### src/rtl/riscv_ex_tag_unit.sv
// riscv_ex_tag_unit: multi-bit DIFT tag path for EX with a programmable propagation policy,
// PC/WB tag registers and a control-flow tag-check trap FSM with saturating violation count.
module riscv_ex_tag_unit #(
    parameter int TAG_WIDTH = 4,
    parameter int NUM_MODES = 8,
    parameter int CNT_WIDTH = 16,
    localparam int MODE_WIDTH = $clog2(NUM_MODES)
) (
    input  logic                  clk,
    input  logic                  rst_n,
    input  logic [MODE_WIDTH-1:0] mode_i,
    input  logic [TAG_WIDTH-1:0]  op_a_tag_i,
    input  logic [TAG_WIDTH-1:0]  op_b_tag_i,
    input  logic [TAG_WIDTH-1:0]  op_c_tag_i,
    input  logic                  valid_i,
    input  logic                  branch_in_ex_i,
    input  logic                  branch_taken_i,
    input  logic                  regfile_we_i,
    input  logic                  data_we_i,
    input  logic                  wb_ready_i,
    input  logic                  cfg_we_i,
    input  logic [MODE_WIDTH-1:0] cfg_idx_i,
    input  logic [3:0]            cfg_policy_i,
    input  logic [TAG_WIDTH-1:0]  trap_mask_i,
    input  logic                  trap_ack_i,
    output logic [TAG_WIDTH-1:0]  result_tag_o,
    output logic [TAG_WIDTH-1:0]  data_tag_o,
    output logic                  data_tag_we_o,
    output logic [TAG_WIDTH-1:0]  pc_tag_o,
    output logic [TAG_WIDTH-1:0]  wb_tag_o,
    output logic                  wb_tag_we_o,
    output logic                  trap_o,
    output logic [TAG_WIDTH-1:0]  trap_tag_o,
    output logic [CNT_WIDTH-1:0]  viol_cnt_o
);
    typedef enum logic {IDLE, TRAP} state_t;
    state_t state_q, state_d;
    logic [3:0] policy_q [NUM_MODES];
    logic [3:0] pol;
    logic prop_en, check_en, taken, violation, load_trap_tag;
    logic [TAG_WIDTH-1:0] next_pc_tag;
    assign pol = policy_q[mode_i];
    assign prop_en = pol[2];
    assign check_en = pol[3];
    assign result_tag_o = (pol[1:0] == 2'b00) ? '0 :
                          (pol[1:0] == 2'b01) ? (op_a_tag_i | op_b_tag_i) :
                          (pol[1:0] == 2'b10) ? (op_a_tag_i & op_b_tag_i) : op_a_tag_i;
    assign data_tag_o = result_tag_o;
    assign data_tag_we_o = valid_i & data_we_i & prop_en;
    assign taken = valid_i & branch_in_ex_i & branch_taken_i;
    // A non-zero jump-target tag always wins; otherwise fall back to the combined tag or hold.
    assign next_pc_tag = (op_c_tag_i != '0) ? op_c_tag_i : (prop_en ? result_tag_o : pc_tag_o);
    assign violation = taken & check_en & (|(next_pc_tag & trap_mask_i));
    assign trap_o = (state_q == TRAP);
    always_comb begin
        state_d = state_q;
        load_trap_tag = 1'b0;
        if (state_q == IDLE) begin
            state_d = violation ? TRAP : IDLE;
            load_trap_tag = violation;
        end else begin
            state_d = (trap_ack_i && !violation) ? IDLE : TRAP;
            load_trap_tag = trap_ack_i & violation;
        end
    end
    always_ff @(posedge clk or negedge rst_n) begin
        if (!rst_n) begin
            for (int i = 0; i < NUM_MODES; i++) policy_q[i] <= 4'b0101;
        end else if (cfg_we_i) begin
            policy_q[cfg_idx_i] <= cfg_policy_i;
        end
    end
    always_ff @(posedge clk or negedge rst_n) begin
        if (!rst_n) begin
            state_q     <= IDLE;
            pc_tag_o    <= '0;
            wb_tag_o    <= '0;
            wb_tag_we_o <= 1'b0;
            trap_tag_o  <= '0;
            viol_cnt_o  <= '0;
        end else begin
            state_q <= state_d;
            if (taken) pc_tag_o <= next_pc_tag;
            if (valid_i) begin
                wb_tag_we_o <= regfile_we_i & prop_en;
                if (regfile_we_i) wb_tag_o <= result_tag_o;
            end else if (wb_ready_i) begin
                wb_tag_we_o <= 1'b0;
            end
            if (load_trap_tag) trap_tag_o <= next_pc_tag;
            if (violation && viol_cnt_o != '1) viol_cnt_o <= viol_cnt_o + 1'b1;
        end
    end
endmodule
### config.mk
export PLATFORM = sky130hd
export DESIGN_NAME = riscv_ex_tag_unit
export DESIGN_NICKNAME = d
export VERILOG_FILES = /design/src/rtl/riscv_ex_tag_unit.sv
export SDC_FILE = /design/constraint.sdc
export NUM_CORES = 1
export LEC_CHECK = 0
export ABC_AREA = 1
export CAP_MARGIN = 20
export CORE_MARGIN = 3
export CORE_UTILIZATION = 51
export DETAILED_ROUTE_END_ITERATION = 8
export HOLD_SLACK_MARGIN = 0.03
export PLACE_DENSITY = 0.93
export REMOVE_ABC_BUFFERS = 1
export SLEW_MARGIN = 10
export SYNTH_ARGS = -nofsm -noshare
export SYNTH_HDL_FRONTEND = slang
export SYNTH_SLANG_ARGS = --single-unit
### constraint.sdc
create_clock -name clk -period 2.7 [get_ports clk]
set_input_delay 0.405 -clock clk [delete_from_list [all_inputs] [get_ports clk]]
set_output_delay 0.405 -clock clk [all_outputs]
set_load 0.01 [all_outputs]
# Word-level counts from Yosys, hierarchy flattened
# Index checks and enable logic that the tools add are counted.
# classes
n_shift	0
mux	17
n_reduce_logical	9
n_eq_ne	3
n_addsub	1
magnitude_cmp	3
n_div	0
n_mul	0
bitwise_logic	13
# op_table
operator	n
32-bit bitwise mux	1
4-bit two-way mux	8
16-bit by 1-bit adder with 16-bit output (second input constant)	1
16-bit inequality test (second input constant)	1
4-bit binary-select mux with 3-bit select	1
4-bit demux with 3-bit select	1
1-bit bitwise AND	8
4-bit bitwise AND	2
4-bit >= comparator (second input constant)	2
3-bit NOT with 4-bit output	2
1-bit two-way mux	6
4-bit by 1-bit less-than comparator with 1-bit output (second input constant)	1
4-bit OR	1
4-bit nonzero test	1
4-bit OR reduction	1
1-bit logical AND	3
2-bit by 1-bit == test with 1-bit output (second input constant)	1
2-bit == test (second input constant)	1
2-bit logical NOT	1
2-bit AND reduction	1
2-bit nonzero test	1
1-bit logical NOT	1
# word_totals
input_bits	36
register_bits	62
memories	0
latchBits	0
romBits	0
mem_bits_rw	0

# Depth between registers and ports, before layout
# logic_depth
ltp_word	17
ltp_mapped	21
depth_no_buf	18

# Least setup slack after synthesis
# OpenSTA, ideal clock, no wires.
# synth_timing
kind	reg2reg
startpoint	register viol_cnt_o[0]
endpoint	register viol_cnt_o[10]
arrival_ns	1.969
path_buffers	1
setup_ns	0.117
path_stages_with_launch	10
required_ns	2.583
period_less_slack_ns	2.086
path_slack_ns	0.614
cell_sequence	dfrtp_1 -> ha_1 -> nand3_1 -> nor3_2 -> inv_1 -> nor3_1 -> nand4_2 -> clkbuf_1 -> nand4_1 -> nand2_1
# synth_via
elab_chain_cells	2
word_cells_on_any_way	3
classes_between	add/sub: 1; eq/ne: 1; reduce/logical: 1
# synth_rtl
item	line	text
from (decl)	34	output logic [CNT_WIDTH-1:0] viol_cnt_o
from (signal assigned)	91	if (violation && viol_cnt_o != '1) viol_cnt_o <= viol_cnt_o + 1'b1;
branches (longest 2 deep; another with 16-bit by 1-bit adder with 16-bit output)	-	
# Parallel ways; which one is timed is not known.
# A chain may end at the register's enable or synchronous reset.

# Worst setup path in the final report
# layout_timing
startpoint	input mode_i[0]
endpoint	output data_tag_o[2]
# layout_via
elab_chain_cells	8
word_cells_on_any_way	10
classes_between	eq/ne: 2; mux: 6; bitwise: 1; reduce/logical: 1
# layout_rtl
item	line	text
from (decl)	11	input logic [MODE_WIDTH-1:0] mode_i,
3-bit NOT with 4-bit output (not written as such) *	42	assign pol = policy_q[mode_i];
4-bit binary-select mux with 3-bit select *	42	
4-bit two-way mux (not written as such) * (2 in a row)	42	
2-bit == test	47	(pol[1:0] == 2'b10) ? (op_a_tag_i & op_b_tag_i) : op_a_tag_i;
4-bit two-way mux	47	
4-bit two-way mux	46	(pol[1:0] == 2'b01) ? (op_a_tag_i | op_b_tag_i) :
4-bit two-way mux *	45	assign result_tag_o = (pol[1:0] == 2'b00) ? '0 :
to (decl)	27	output logic [TAG_WIDTH-1:0] data_tag_o,
# Mark *: on every way between the ends. The rest lies on a longest branch, timed or not. The select of a mux whose other input is x is not followed.

==> metrics.md <==
| Metric | Value |
|---|---|
| CP Data Required Time | `2.30 ns` |
| Core area | `6390 um^2` |
| Fin util | `69.3%` |
| Setup bufs post-CTS | `0` |
| Final nets | `562` |
| Wire length on met3 | `576 um` |
| Clk_skew | `0.00841 ns` |
| Worst-Margin Slew | `0.783 ns` |
| Global-route wire length before repair | `14400 um` |
| Final Max Tran Viols | `0` |
| Setup WS pre-CTS | `-0.0976 ns` |
| CTS resizes | `9` |
| Post-DRT Antenna Nets | `0` |
| Outcome | `finished clean` |
| Placed inst area | `4240 um^2` |
| Most used DFF post-synth | `dfrtp_1` |
| Antenna cells | `0` |
| Max Fclk | `403 MHz` |
| DR top layer | `met4` |
| GRT Residual Overflow | `0` |
| MaxCap Viol Count | `0` |
| Placed insts | `591` |
| Crit path DAT | `2.08 ns` |
| Antenna violations before repair | `0` |
| Htree depth | `3` |
| # DRC | `0` |
| CP max-delay cell | `clkdlybuf4s50_1` |
| GRT Util Overall | `24.1%` |
| Row cnt | `29` |
| Max incr delay on CP | `0.45 ns` |
| Number of global-route vias before repair | `3186` |
| Tcrit/Tclk final | `92.0%` |
| Final Cell Area | `4420 um^2` |
| Placer Congestion | `0.920` |
| Final Hold Vio Count | `0` |
| Setup crit end kind | `output port` |
| DR vias/cell | `5.42` |
| Kind of critical path | `input port to output port` |
| Max-slew headroom | `47.8%` |
| Leak | `2.20 nW` |
| Pwr dens | `598 nW/um^2` |
| CTS Hold Bufs | `0` |
| I/O pin cnt | `75` |
| RSZ-0062 raised after global routing | `false` |
| Largest net degree at the start of global routing | `63` |
| First DRT Iteration DRCs | `238` |
| DR pass1 iterations | `5` |
| Num CTS Buffers | `9` |
| DP HPWL | `6320 um` |
| Top cell family by delay on the critical path | `buffers and inverters` |
| RR Endpoint | `viol_cnt_o[2]` |
| Total power | `2.65 mW` |
| Post-Syn Area | `3390 um^2` |
| Number of synthesized flops with an enable pin | `0` |
| Syn_area_per_cell | `7.68 um^2` |
| Yosys warning total | `0` |
| Die footprint | `7670 um^2` |
| Synth Instances | `442` |
| CTS root buffer | `clkbuf_8` |
| Layout cell share with drive strength beyond 1 | `11.3%` |
| Die Y | `87.6 um` |
| Hold Path Class | `input port to async pin` |
| Layout Cells excl Fill | `607` |
| Filler cells | `474` |
| Ys async rst share | `100%` |
| DR vias | `3290` |
| Die X | `87.6 um` |
| CTS tree | `done` |
| Buf+Inv Stages, Crit Path | `5` |
| Final setup viols | `0` |
| CP dominant cell by count | `nand2_1` |
| Max Fanout on Critical Path | `19` |
| Drt total wl | `8840 um` |
| Final Critical Period | `2.48 ns` |
| Final worst slack | `0.216 ns` |
| Critical path launch point type | `input port` |
| WL met2 | `4450 um` |
| M1 WL | `3610 um` |
| Worst Reg-to-Reg Cells | `9` |
| CTS Sinks | `62` |
| Register area share after synthesis | `46.3%` |
| Worst-Skew Late Latency | `0.34 ns` |
| Initial Utilization | `53.1%` |
| Cell Chain, Critical Path | `clkdlybuf4s50_1 -> buf_12 -> inv_6 -> nand2_1 -> nand3_1 -> nand3_2 -> nand2_2 -> nand2_1 -> nand2_1 -> nand2_1 -> inv_1 -> dlygate4sd2_1` |
| Synthesized flop and latch total | `62` |
| Yosys cell types | `32` |
| Peak VDD IR | `0.339 mV` |
| Area Overhead vs Synth | `30.4%` |
| Buffers added on ports | `74` |
| Clock Pin Slew Worst Setup and Hold Paths | `0.07 ns` |
| Worst R2R Setup Slack | `0.26 ns` |
| DR WL/cell | `14.6 um` |
| Max clock buf depth | `2` |
| Worst reg2reg path startpoint | `viol_cnt_o[0]` |
-- power by group --
group	internal (mW)	total (mW)	switching (mW)
clock	0.420	0.773	0.353
combinational	0.310	0.652	0.342
sequential	1.11	1.22	0.107
-- worst max-delay path by stage --
stage / from / end / slack, ns / depth (start not counted)
6_report: mode_i[0] / data_tag_o[2] / 0.22 / 12
4_1_cts: mode_i[0] / data_tag_we_o / 0.08 / 10
2_1_floorplan: viol_cnt_o[0] / viol_cnt_o[10] / 0.57 / 9
5_1_grt: mode_i[0] / viol_cnt_o[10] / 0.002 / 20
3_3_place_gp: mode_i[0] / result_tag_o[1] / 0.003 / 12
3_5_place_dp: mode_i[0] / viol_cnt_o[14] / -0.1 / 20
-- kinds of logic (layout without fill, tap and decap cells) --
| kind of cell | after synthesis | count (layout) | share of synthesized area [%] |
|---|---|---|---|
| adder cells (fa/ha/maj) | 1 | 1 | 0.369 |
| AND/OR/NAND/NOR | 250 | 250 | 32.6 |
| flip-flops | 62 | 62 | 46.3 |
| AO/OA/AOI/OAI | 50 | 50 | 8.19 |
| buffers and inverters | 65 | 153 | 8.96 |
| XOR/XNOR | 14 | 14 | 3.61 |
-- synth_stat cells (2+ instances only) --
| master | instances | area share, % |
|---|---|---|
| buf_4 | 6 | 1.3 |
| buf_6 | 3 | 1.0 |
| clkbuf_1 | 3 | 0.33 |
| dfrtp_1 | 46 | 34 |
| dfstp_2 | 16 | 12 |
| inv_1 | 48 | 5.3 |
| inv_2 | 2 | 0.22 |
| nand2_1 | 160 | 18 |
| nand2_2 | 7 | 1.3 |
| nand3_1 | 23 | 3.4 |
| nand3_2 | 2 | 0.59 |
| nand4_1 | 23 | 4.2 |
| nor2_1 | 22 | 2.4 |
| nor3_1 | 7 | 1.0 |
| o211ai_1 | 2 | 0.44 |
| o21ai_0 | 42 | 6.2 |
| o21ai_1 | 3 | 0.44 |
| xnor2_1 | 3 | 0.77 |
| xor2_1 | 11 | 2.8 |
-- per-layer routing --
metal | vias to the layer above | track usage [%]
li1 | 1587 | -
met1 | 1553 | 29.1
met2 | 133 | 41.3
met3 | 17 | 4.99
met4 | 0 | 11.2
met5 | - | 0
-- per-stage QoR --
step	hold WS (ns)	TNS [ns]
after floorplan	0.109	0
after global placement	0.458	0
after detailed placement	0.464	-1.76
after CTS	0.243	0
after global routing	0.279	0
final	0.215	0
-- placed cells by master (no fill, tap or decap), types with 9 or more instances in the layout --
cell             instances
clkdlybuf4s50_1         64
clkbuf_8                 9
nand4_1                 23
inv_1                   48
nand2_1                160
nor2_1                  22
o21ai_0                 42
nand3_1                 23
dfstp_2                 16
dfrtp_1                 46
xor2_1                  11
buf_4                    9
-- state kept, by name, summed over array words and instances (netlist names) --
signal / flops
policy_q: 32
trap_tag_o: 4
viol_cnt_o: 16
wb_tag_o: 4
pc_tag_o: 4
wb_tag_we_o: 1
trap_o: 1
-- final cells by class --
type | count | area [um^2] | share of cell area [%]
timing repair buffer | 86 | 856 | 19.3
multi-input combinational | 315 | 1520 | 34.4
clock inverter | 5 | 50.0 | 1.13
tap | 77 | 96.3 | 2.18
clock buffer | 11 | 131 | 2.97
inverter | 51 | 196 | 4.44
sequential | 62 | 1570 | 35.5
-- worst reg2reg max path: cells and delay by family, from the launching register on --
family                     cells  cell delay, ns
adders and majority gates      1            0.23
DFF                            1            0.47
and+or+nand+nor                6            1.21
buffers and inverters          2            0.41
No activity file was read; power rests on OpenSTA's default activity.
